`src/rtl/mips_mem_arbiter.sv`:
```
// Shares one single-port synchronous memory between instruction fetch, data
// load/store and a debug/loader port, with aging and a one-cycle read return.
module mips_mem_arbiter #(
  parameter int AW       = 10,
  parameter int DW       = 32,
  parameter int MAX_WAIT = 4,
  parameter int CNT_W    = 16
) (
  input  logic             clk,
  input  logic             rst_n,
  input  logic             if_req,
  input  logic [AW-1:0]    if_addr,
  output logic             if_gnt,
  output logic             if_rvalid,
  output logic [DW-1:0]    if_rdata,
  output logic             if_stall,
  input  logic             d_req,
  input  logic             d_we,
  input  logic [AW-1:0]    d_addr,
  input  logic [DW-1:0]    d_wdata,
  output logic             d_gnt,
  output logic             d_rvalid,
  output logic [DW-1:0]    d_rdata,
  input  logic             dbg_req,
  input  logic             dbg_we,
  input  logic [AW-1:0]    dbg_addr,
  input  logic [DW-1:0]    dbg_wdata,
  output logic             dbg_gnt,
  output logic             dbg_rvalid,
  output logic [DW-1:0]    dbg_rdata,
  output logic             mem_en,
  output logic             mem_we,
  output logic [AW-1:0]    mem_addr,
  output logic [DW-1:0]    mem_wdata,
  input  logic [DW-1:0]    mem_rdata,
  output logic [CNT_W-1:0] conflict_cnt
);

  typedef enum logic [1:0] {SRC_NONE, SRC_IF, SRC_D, SRC_DBG} src_t;

  localparam logic [3:0] AGE_MAX = 4'(MAX_WAIT);

  src_t          sel;
  src_t          owner;
  src_t          owner_nxt;
  logic [3:0]    if_age;
  logic [3:0]    dbg_age;
  logic          if_prom;
  logic          dbg_prom;
  logic          multi_req;
  logic [DW-1:0] if_rdata_q;
  logic [DW-1:0] d_rdata_q;
  logic [DW-1:0] dbg_rdata_q;

  assign if_prom   = if_req && (if_age == AGE_MAX);
  assign dbg_prom  = dbg_req && (dbg_age == AGE_MAX);
  assign multi_req = (if_req && d_req) || (if_req && dbg_req) || (d_req && dbg_req);

  // A starved requester overrides the fixed D > IF > DBG order; IF wins a tie.
  always_comb begin
    sel = SRC_NONE;
    if (rst_n) begin
      if (if_prom)       sel = SRC_IF;
      else if (dbg_prom) sel = SRC_DBG;
      else if (d_req)    sel = SRC_D;
      else if (if_req)   sel = SRC_IF;
      else if (dbg_req)  sel = SRC_DBG;
    end
  end

  always_comb begin
    if_gnt    = 1'b0;
    d_gnt     = 1'b0;
    dbg_gnt   = 1'b0;
    mem_en    = 1'b0;
    mem_we    = 1'b0;
    mem_addr  = '0;
    mem_wdata = '0;
    owner_nxt = SRC_NONE;
    case (sel)
      SRC_IF: begin
        if_gnt    = 1'b1;
        mem_en    = 1'b1;
        mem_addr  = if_addr;
        owner_nxt = SRC_IF;
      end
      SRC_D: begin
        d_gnt     = 1'b1;
        mem_en    = 1'b1;
        mem_we    = d_we;
        mem_addr  = d_addr;
        mem_wdata = d_wdata;
        owner_nxt = d_we ? SRC_NONE : SRC_D;
      end
      SRC_DBG: begin
        dbg_gnt   = 1'b1;
        mem_en    = 1'b1;
        mem_we    = dbg_we;
        mem_addr  = dbg_addr;
        mem_wdata = dbg_wdata;
        owner_nxt = dbg_we ? SRC_NONE : SRC_DBG;
      end
      default: ;
    endcase
  end

  assign if_stall = if_req && !if_gnt;

  // Gating with rst_n drops the return of a read granted just before reset.
  assign if_rvalid  = rst_n && (owner == SRC_IF);
  assign d_rvalid   = rst_n && (owner == SRC_D);
  assign dbg_rvalid = rst_n && (owner == SRC_DBG);

  assign if_rdata  = if_rvalid  ? mem_rdata : if_rdata_q;
  assign d_rdata   = d_rvalid   ? mem_rdata : d_rdata_q;
  assign dbg_rdata = dbg_rvalid ? mem_rdata : dbg_rdata_q;

  always_ff @(posedge clk) begin
    if (!rst_n) begin
      owner       <= SRC_NONE;
      if_rdata_q  <= '0;
      d_rdata_q   <= '0;
      dbg_rdata_q <= '0;
    end else begin
      owner <= owner_nxt;
      if (if_rvalid)  if_rdata_q  <= mem_rdata;
      if (d_rvalid)   d_rdata_q   <= mem_rdata;
      if (dbg_rvalid) dbg_rdata_q <= mem_rdata;
    end
  end

  always_ff @(posedge clk) begin
    if (!rst_n) begin
      if_age       <= '0;
      dbg_age      <= '0;
      conflict_cnt <= '0;
    end else begin
      if (if_req && !if_gnt)
        if_age <= (if_age == AGE_MAX) ? if_age : if_age + 4'd1;
      else
        if_age <= '0;
      if (dbg_req && !dbg_gnt)
        dbg_age <= (dbg_age == AGE_MAX) ? dbg_age : dbg_age + 4'd1;
      else
        dbg_age <= '0;
      if (multi_req && (conflict_cnt != {CNT_W{1'b1}}))
        conflict_cnt <= conflict_cnt + CNT_W'(1);
    end
  end

endmodule

```
`config.mk`:
```
export PLATFORM = sky130hd
export DESIGN_NAME = mips_mem_arbiter
export DESIGN_NICKNAME = d
export VERILOG_FILES = /design/src/rtl/mips_mem_arbiter.sv
export SDC_FILE = /design/constraint.sdc
export NUM_CORES = 1
export LEC_CHECK = 0
export CORE_MARGIN = 5
export CORE_UTILIZATION = 41
export CTS_CLUSTER_DIAMETER = 100
export DETAILED_ROUTE_END_ITERATION = 16
export PLACE_DENSITY_LB_ADDON = 0.08
export SLEW_MARGIN = 20
export SYNTH_ARGS = -nofsm -noshare
export SYNTH_HDL_FRONTEND = slang
export SYNTH_SLANG_ARGS = --single-unit
```
`constraint.sdc`:
```
create_clock -name clk -period 2.2 [get_ports clk]
set_input_delay 0.22 -clock clk [delete_from_list [all_inputs] [get_ports clk]]
set_output_delay 0.22 -clock clk [all_outputs]
set_load 0.01 [all_outputs]
```
==> results of run 1 <==
[per-stage QoR]
step	util, %	setup slack (ps)	total power, mW	instance area (µm²)	cells
3_5_place_dp	64.6	-327	3.37	9320	1102
5_1_grt	76.5	-372	6.36	11000	1191
6_report	76.5	-278	6.11	11000	1191
3_3_place_gp	64.6	-338	3.35	9320	1102
4_1_cts	72.4	-304	6.04	10400	1176
2_1_floorplan	-	206	2.74	6010	633
[metal layers]
layer	global-route usage [%]	part of all wire, %	vias up
met4	9.13	3.3	0
met5	0	0	-
li1	-	-	2961
met3	6.26	6.9	59
met2	44.4	53	277
met1	25.1	37	2977
[state kept, by name, summed over array words and instances (netlist names)]
signal        cells
dbg_rdata_q      32
if_age            4
d_rdata_q        32
if_rdata_q       32
conflict_cnt     16
dbg_age           4
owner             2
[worst max-delay path, delay by kind of cell, from the launching register on]
family                     cells  cell delay, ps
AOI/OAI and AO/OA              2             350
and+or+nand+nor                2             300
buffers and inverters          6             710
adders and majority gates      1             160
DFF                            1             330
[repair_timing]
| action | in CTS | in global routing |
|---|---|---|
| gates cloned | 15 | 3 |
| endpoints found under the setup margin | 113 | 117 |
| resized for setup | 351 | 135 |
| pin swaps | 16 | 60 |
| setup buffers | 27 | 17 |
| endpoints found under the hold margin | 0 | 0 |
[power by group through the flow]
stage          sequential [mW]  clock [mW]  combinational [mW]
3_5_place_dp              2.32           0                1.05
2_1_floorplan             2.32           0               0.417
4_1_cts                   2.28        2.62                1.15
5_1_grt                   2.28        2.72                1.35
3_3_place_gp              2.32           0                1.03
6_report                  2.28        2.55                1.28
[area by class of cell]
cell class,instances,area (µm²)
clock buffer,17,425
clock inverter,15,129
fill,931,3390
inverter,13,48.8
multi-input combinational,451,3820
sequential,122,2450
tap,184,230
timing repair buffer,389,3930
[cells in the final DEF, fill, tap and decap left out, types with 5 or more instances in the layout]
| cell type | instances |
|---|---|
| clkdlybuf4s50_1 | 169 |
| dfxtp_1 | 116 |
| and2_1 | 106 |
| mux2_2 | 96 |
| buf_4 | 48 |
| buf_2 | 44 |
| dlygate4sd2_1 | 39 |
| o21ai_0 | 32 |
| a21oi_1 | 26 |
| a21oi_2 | 26 |
| buf_6 | 22 |
| clkbuf_16 | 20 |
| nand3_2 | 19 |
| clkdlybuf4s15_1 | 19 |
| buf_12 | 17 |
| nand2_1 | 15 |
| nand3_4 | 14 |
| dlymetal6s2s_1 | 13 |
| mux2i_1 | 11 |
| nand3_1 | 9 |
| inv_1 | 8 |
| buf_16 | 8 |
| o21ai_1 | 7 |
| clkinvlp_4 | 7 |
| o2bb2ai_2 | 6 |
| and4_1 | 5 |
| nand4_1 | 5 |
| nor2_1 | 5 |
| dfxtp_2 | 5 |
[cells by family (layout without fill, tap and decap cells)]
group	Yosys count	after routing	share of synthesized area [%]
simple gates	211	211	21.1
mux	111	111	20.5
xor+xnor	3	3	0.438
buf+inv	60	434	4.52
fa+ha+maj	6	6	1.21
flops	122	122	40.7
compound gates	120	120	11.5
[worst min path at each step]
stage,startpoint,endpoint,slack [ps],cells after the start
6_report,rst_n,conflict_cnt[1],440,4
5_1_grt,rst_n,conflict_cnt[14],460,3
4_1_cts,rst_n,conflict_cnt[14],400,3
3_5_place_dp,conflict_cnt[6],conflict_cnt[6],470,2
3_3_place_gp,conflict_cnt[6],conflict_cnt[6],470,2
2_1_floorplan,if_req,if_age[0],380,2
==> impl_metrics.toml, run 1 <==
[timing]
timing.fmax_mhz = 404
finalHoldViolCount = 0
setup_slack_ps = -278
fin_crit_ps = 2480
slew_violations = 0
finalSetupViolations = 46
finalSetupTns_ps = -10030
rsz0062_at_grt = "yes"
maxSlewHeadroom_pct = 57.8
skew_ps = 7.90
min_period_over_period_pct = 113
tightest_slew_ps = 632
worst_hold_slack_ps = 442

[floorplan]
initial_core_util_pct = 41.6
die_h_um = 131
io_pins = 296
rows = 44
core_mm2 = 0.0144
dieArea_mm2 = 0.0172
die_x_um = 131

[layout]
drive_above_1_share_pct = 37.1
finalNetCount = 1132
diodes = 0
area_growth_syn_to_layout_pct = 83.7

[worst_setup_path]
r2r_slack_ps = 290
r2r_start = "if_age[1]"
setup.worst_path.start_class = "flop"
path_cells = "inv_2, ha_4, buf_6, and3b_2, o21ai_4, buf_12, buf_12, buf_6, nand3_2, a21oi_2, buf_4"
cp-end-kind = "output port"
worstPathMaxFanout = 8
crit_path_top_delay_cell = "dfxtp_2"
r2r-end = "owner[1]"
critPathCapture = "mem_wdata[7]"
worstSetupStartpoint = "if_age[1]"
critPathKind = "reg2out"
critPathMaxStageDelay_ps = 330
reg2reg_depth = 11
cp.arrival_ps = 2260
required_ps = 1980

[pwr]
p_comb_share_pct = 21.0
power_leakage_nw = 5.06
intPower_mw = 4.53
clkPwrFrac_pct = 41.7
p_switching_mw = 1.59
irDropWorstVdd_mv = 0.531
swShare_pct = 26.0
sequentialPowerShare_pct = 37.3
power.density_mw_per_mm2 = 554

[drt]
wl_um = 22900
drt_iter0_drc = 330
first_pass_iters = 5
wire_per_inst_um = 19.2
drc_errors = 0
num_vias = 6274
ant_nets = 0
vias_per_cell = 5.27

[logic_synthesis]
synth_top_area_share_pct = 40.7
yosysTopAreaCell = "dfxtp_1"
synth.avg_cell_area_um2 = 9.49
synthTopCellsByCount = "dfxtp_1, and2_1, mux2_2"
synthFlopType = "dfxtp_1"
ys_seq_area_share_pct = 40.7
synth_cells = 633
synthTopCellsByArea = "dfxtp_1, mux2_2, and2_1"
synthesis.area_mm2 = 0.00601
synth_cell_type_count = 50
async_flop_share_pct = 0
synth_warnings = 0
synth_edf_count = 0
synth-seq-cells = 122
yosysMostFrequentCell = "dfxtp_1"
syn_nets = 771

[hold_path]
hp-class = "in2reg"

[global_routing]
overflow = 0
groute.usage.overall_pct = 23.7
antenna_found_initial = 0
grt_start_max_net_pins = 88
grt_first_pass_wirelength_um = 31600
first_global_vias = 6226

[clocking]
cts_tree = "done"
holdBufCountCts = 0
cts.sink_count = 122
clk_pin_slew_worst_paths_ps = 60
htree_num_levels = 4
cts_max_path_buffers = 2
clock_latency_ps = 400
cts_buffers = 17
cts-root-buf = "clkbuf_16"

[job]
cap_violations = 0

[status]
status = "complete, but fails checks"
violations = "negative setup slack"

[placement]
gp_congestion = 0.817
place.port_buffers = 295
place_hpwl_um = 14100
No activity file was read; power rests on OpenSTA's default activity.
==> run 2: changes to the inputs <==
Settings changed: REMOVE_ABC_BUFFERS set to 1.
==> run 2 against run 1 <==
  * The run still ends with negative setup slack left
  * Die area unchanged
  * Sequential cell count stayed put
  * Total power down 2.1%
  * Sequential share of layout area is 0.40 points higher
  * Critical path type unchanged
  * Largest cell class unchanged
  * Largest power group unchanged
  * Highest routed layer unchanged
==> impl_metrics.toml, run 2 (synthesis gave the netlist of run 1 again) <==
[status]
status = "complete, but fails checks"
violations = "negative setup slack"

[global_routing]
overflow = 0
groute.usage.overall_pct = 24.1
grt_first_pass_wirelength_um = 32500
first_global_vias = 6389
antenna_found_initial = 0
grt_start_max_net_pins = 82

[clocking]
clk_pin_slew_worst_paths_ps = 50
cts_tree = "done"
clock_latency_ps = 410
cts-root-buf = "clkbuf_16"
cts_max_path_buffers = 2
htree_num_levels = 4
holdBufCountCts = 0
cts_buffers = 17
cts.sink_count = 122

[pwr]
power.density_mw_per_mm2 = 553
swShare_pct = 24.8
intPower_mw = 4.50
power_leakage_nw = 4.90
irDropWorstVdd_mv = 0.553
sequentialPowerShare_pct = 38.1
clkPwrFrac_pct = 41.1
p_switching_mw = 1.48
p_comb_share_pct = 20.8

[layout]
layout_commonest_cell = "clkdlybuf4s50_1"
most-common-layout-cells = "clkdlybuf4s50_1, dfxtp_1, and2_1, mux2_2, dlygate4sd2_1"
largestRegisters = "d_rdata_q (32), dbg_rdata_q (32), if_rdata_q (32)"
drive_above_1_share_pct = 35.9
area_growth_syn_to_layout_pct = 80.2
finalNetCount = 1121
n_fill_cell = 1004
diodes = 0
post-route-cell-area_mm2 = 0.0108

[drt]
first_pass_iters = 5
drt_iter0_drc = 232
ant_nets = 0
num_vias = 6151
vias_per_cell = 5.23
wire_per_inst_um = 18.7
drc_errors = 0
wl_um = 22000

[floorplan]
die_h_um = 131
die_x_um = 131
io_pins = 296
rows = 44
core_mm2 = 0.0144
initial_core_util_pct = 41.6
dieArea_mm2 = 0.0172

[timing]
finalSetupViolations = 47
skew_ps = 9.67
finalHoldViolCount = 0
tightest_slew_ps = 630
fin_crit_ps = 2450
min_period_over_period_pct = 111
maxSlewHeadroom_pct = 58.0
rsz0062_at_grt = "yes"
slew_violations = 0
worst_hold_slack_ps = 345
timing.fmax_mhz = 408
setup_slack_ps = -249

[job]
cap_violations = 0

[worst_setup_path]
required_ps = 1980
critPathKind = "reg2out"
cp.arrival_ps = 2230
setup.worst_path.start_class = "flop"
cp-end-kind = "output port"
worstPathMaxFanout = 6

[placement]
gp_congestion = 0.898
place_ws_ps = -476
place_hpwl_um = 15100
place.port_buffers = 295
dpl_cell_area_mm2 = 0.00951

[hold_path]
hp-class = "in2reg"
==> run 2: worst max-delay path, cell delays in order, from the launching register on <==
cell       delay, ps
dfxtp_2          330
inv_2             50
ha_4             160
and4b_1          200
a311o_2          410
nor3_4           250
buf_6            170
o2bb2ai_2        110
buf_2            150
==> run 2: repair_timing <==
item | 4_1_cts | 5_1_grt
cloned | 11 | 0
buffers inserted | 11 | 10
setup endpoints to repair | 115 | 101
gates resized for setup | 360 | 88
pin swaps | 27 | 31
==> run 2: metrics by stage <==
step	total power, mW	TNS (ps)	instances	util, %
floorplan	2.70	-22830	586	-
global placement	3.40	-12740	1121	65.9
detailed placement	3.42	-15480	1121	65.9
CTS	5.96	-8880	1171	72.9
global route	6.22	-13120	1177	75.0
finish	5.99	-8880	1177	75.0
==> run 2: layout make-up <==
type                    instances  area, µm²  share of cell area (%)
inverters                      13       48.8                   0.451
repair buffers                378       3790                    35.0
multi-input cells             451       3780                    34.9
well taps                     184        230                    2.13
flip-flops and latches        122       2450                    22.6
clock buffers                  19        443                    4.09
clock inverters                10       80.1                   0.740
==> run 2: worst paths after layout <==
check	startpoint	endpoint	slack, ps	depth (start not counted)
worst max-delay path	if_age[1]	mem_addr[5]	-250	8
worst min-delay path	rst_n	owner[0]	340	4
worst min register to register	conflict_cnt[10]	conflict_cnt[10]	480	1
worst max register to register	conflict_cnt[1]	conflict_cnt[4]	300	5
==> run 2: per-layer routing <==
| layer | global-route usage (%) | vias to the layer above | share of wire, % |
|---|---|---|---|
| li1 | - | 2937 | - |
| met1 | 26.5 | 2943 | 37 |
| met2 | 42.5 | 231 | 51 |
| met3 | 8.41 | 40 | 7.8 |
| met4 | 9.68 | 0 | 3.3 |
| met5 | 0 | - | 0 |
==> run 2: power by group through the flow <==
stage	sequential [mW]	combinational, mW	clock, mW
final	2.28	1.24	2.46
after global routing	2.28	1.32	2.61
after CTS	2.28	1.17	2.51
after detailed placement	2.32	1.10	0
after global placement	2.32	1.08	0
after floorplan	2.32	0.376	0
==> run 3: changes to the inputs <==
Settings changed: ABC_CLOCK_PERIOD_IN_PS set to 2200.
==> results of run 3 <==
The final DEF is identical to that of run 2; final timing and power are the same.
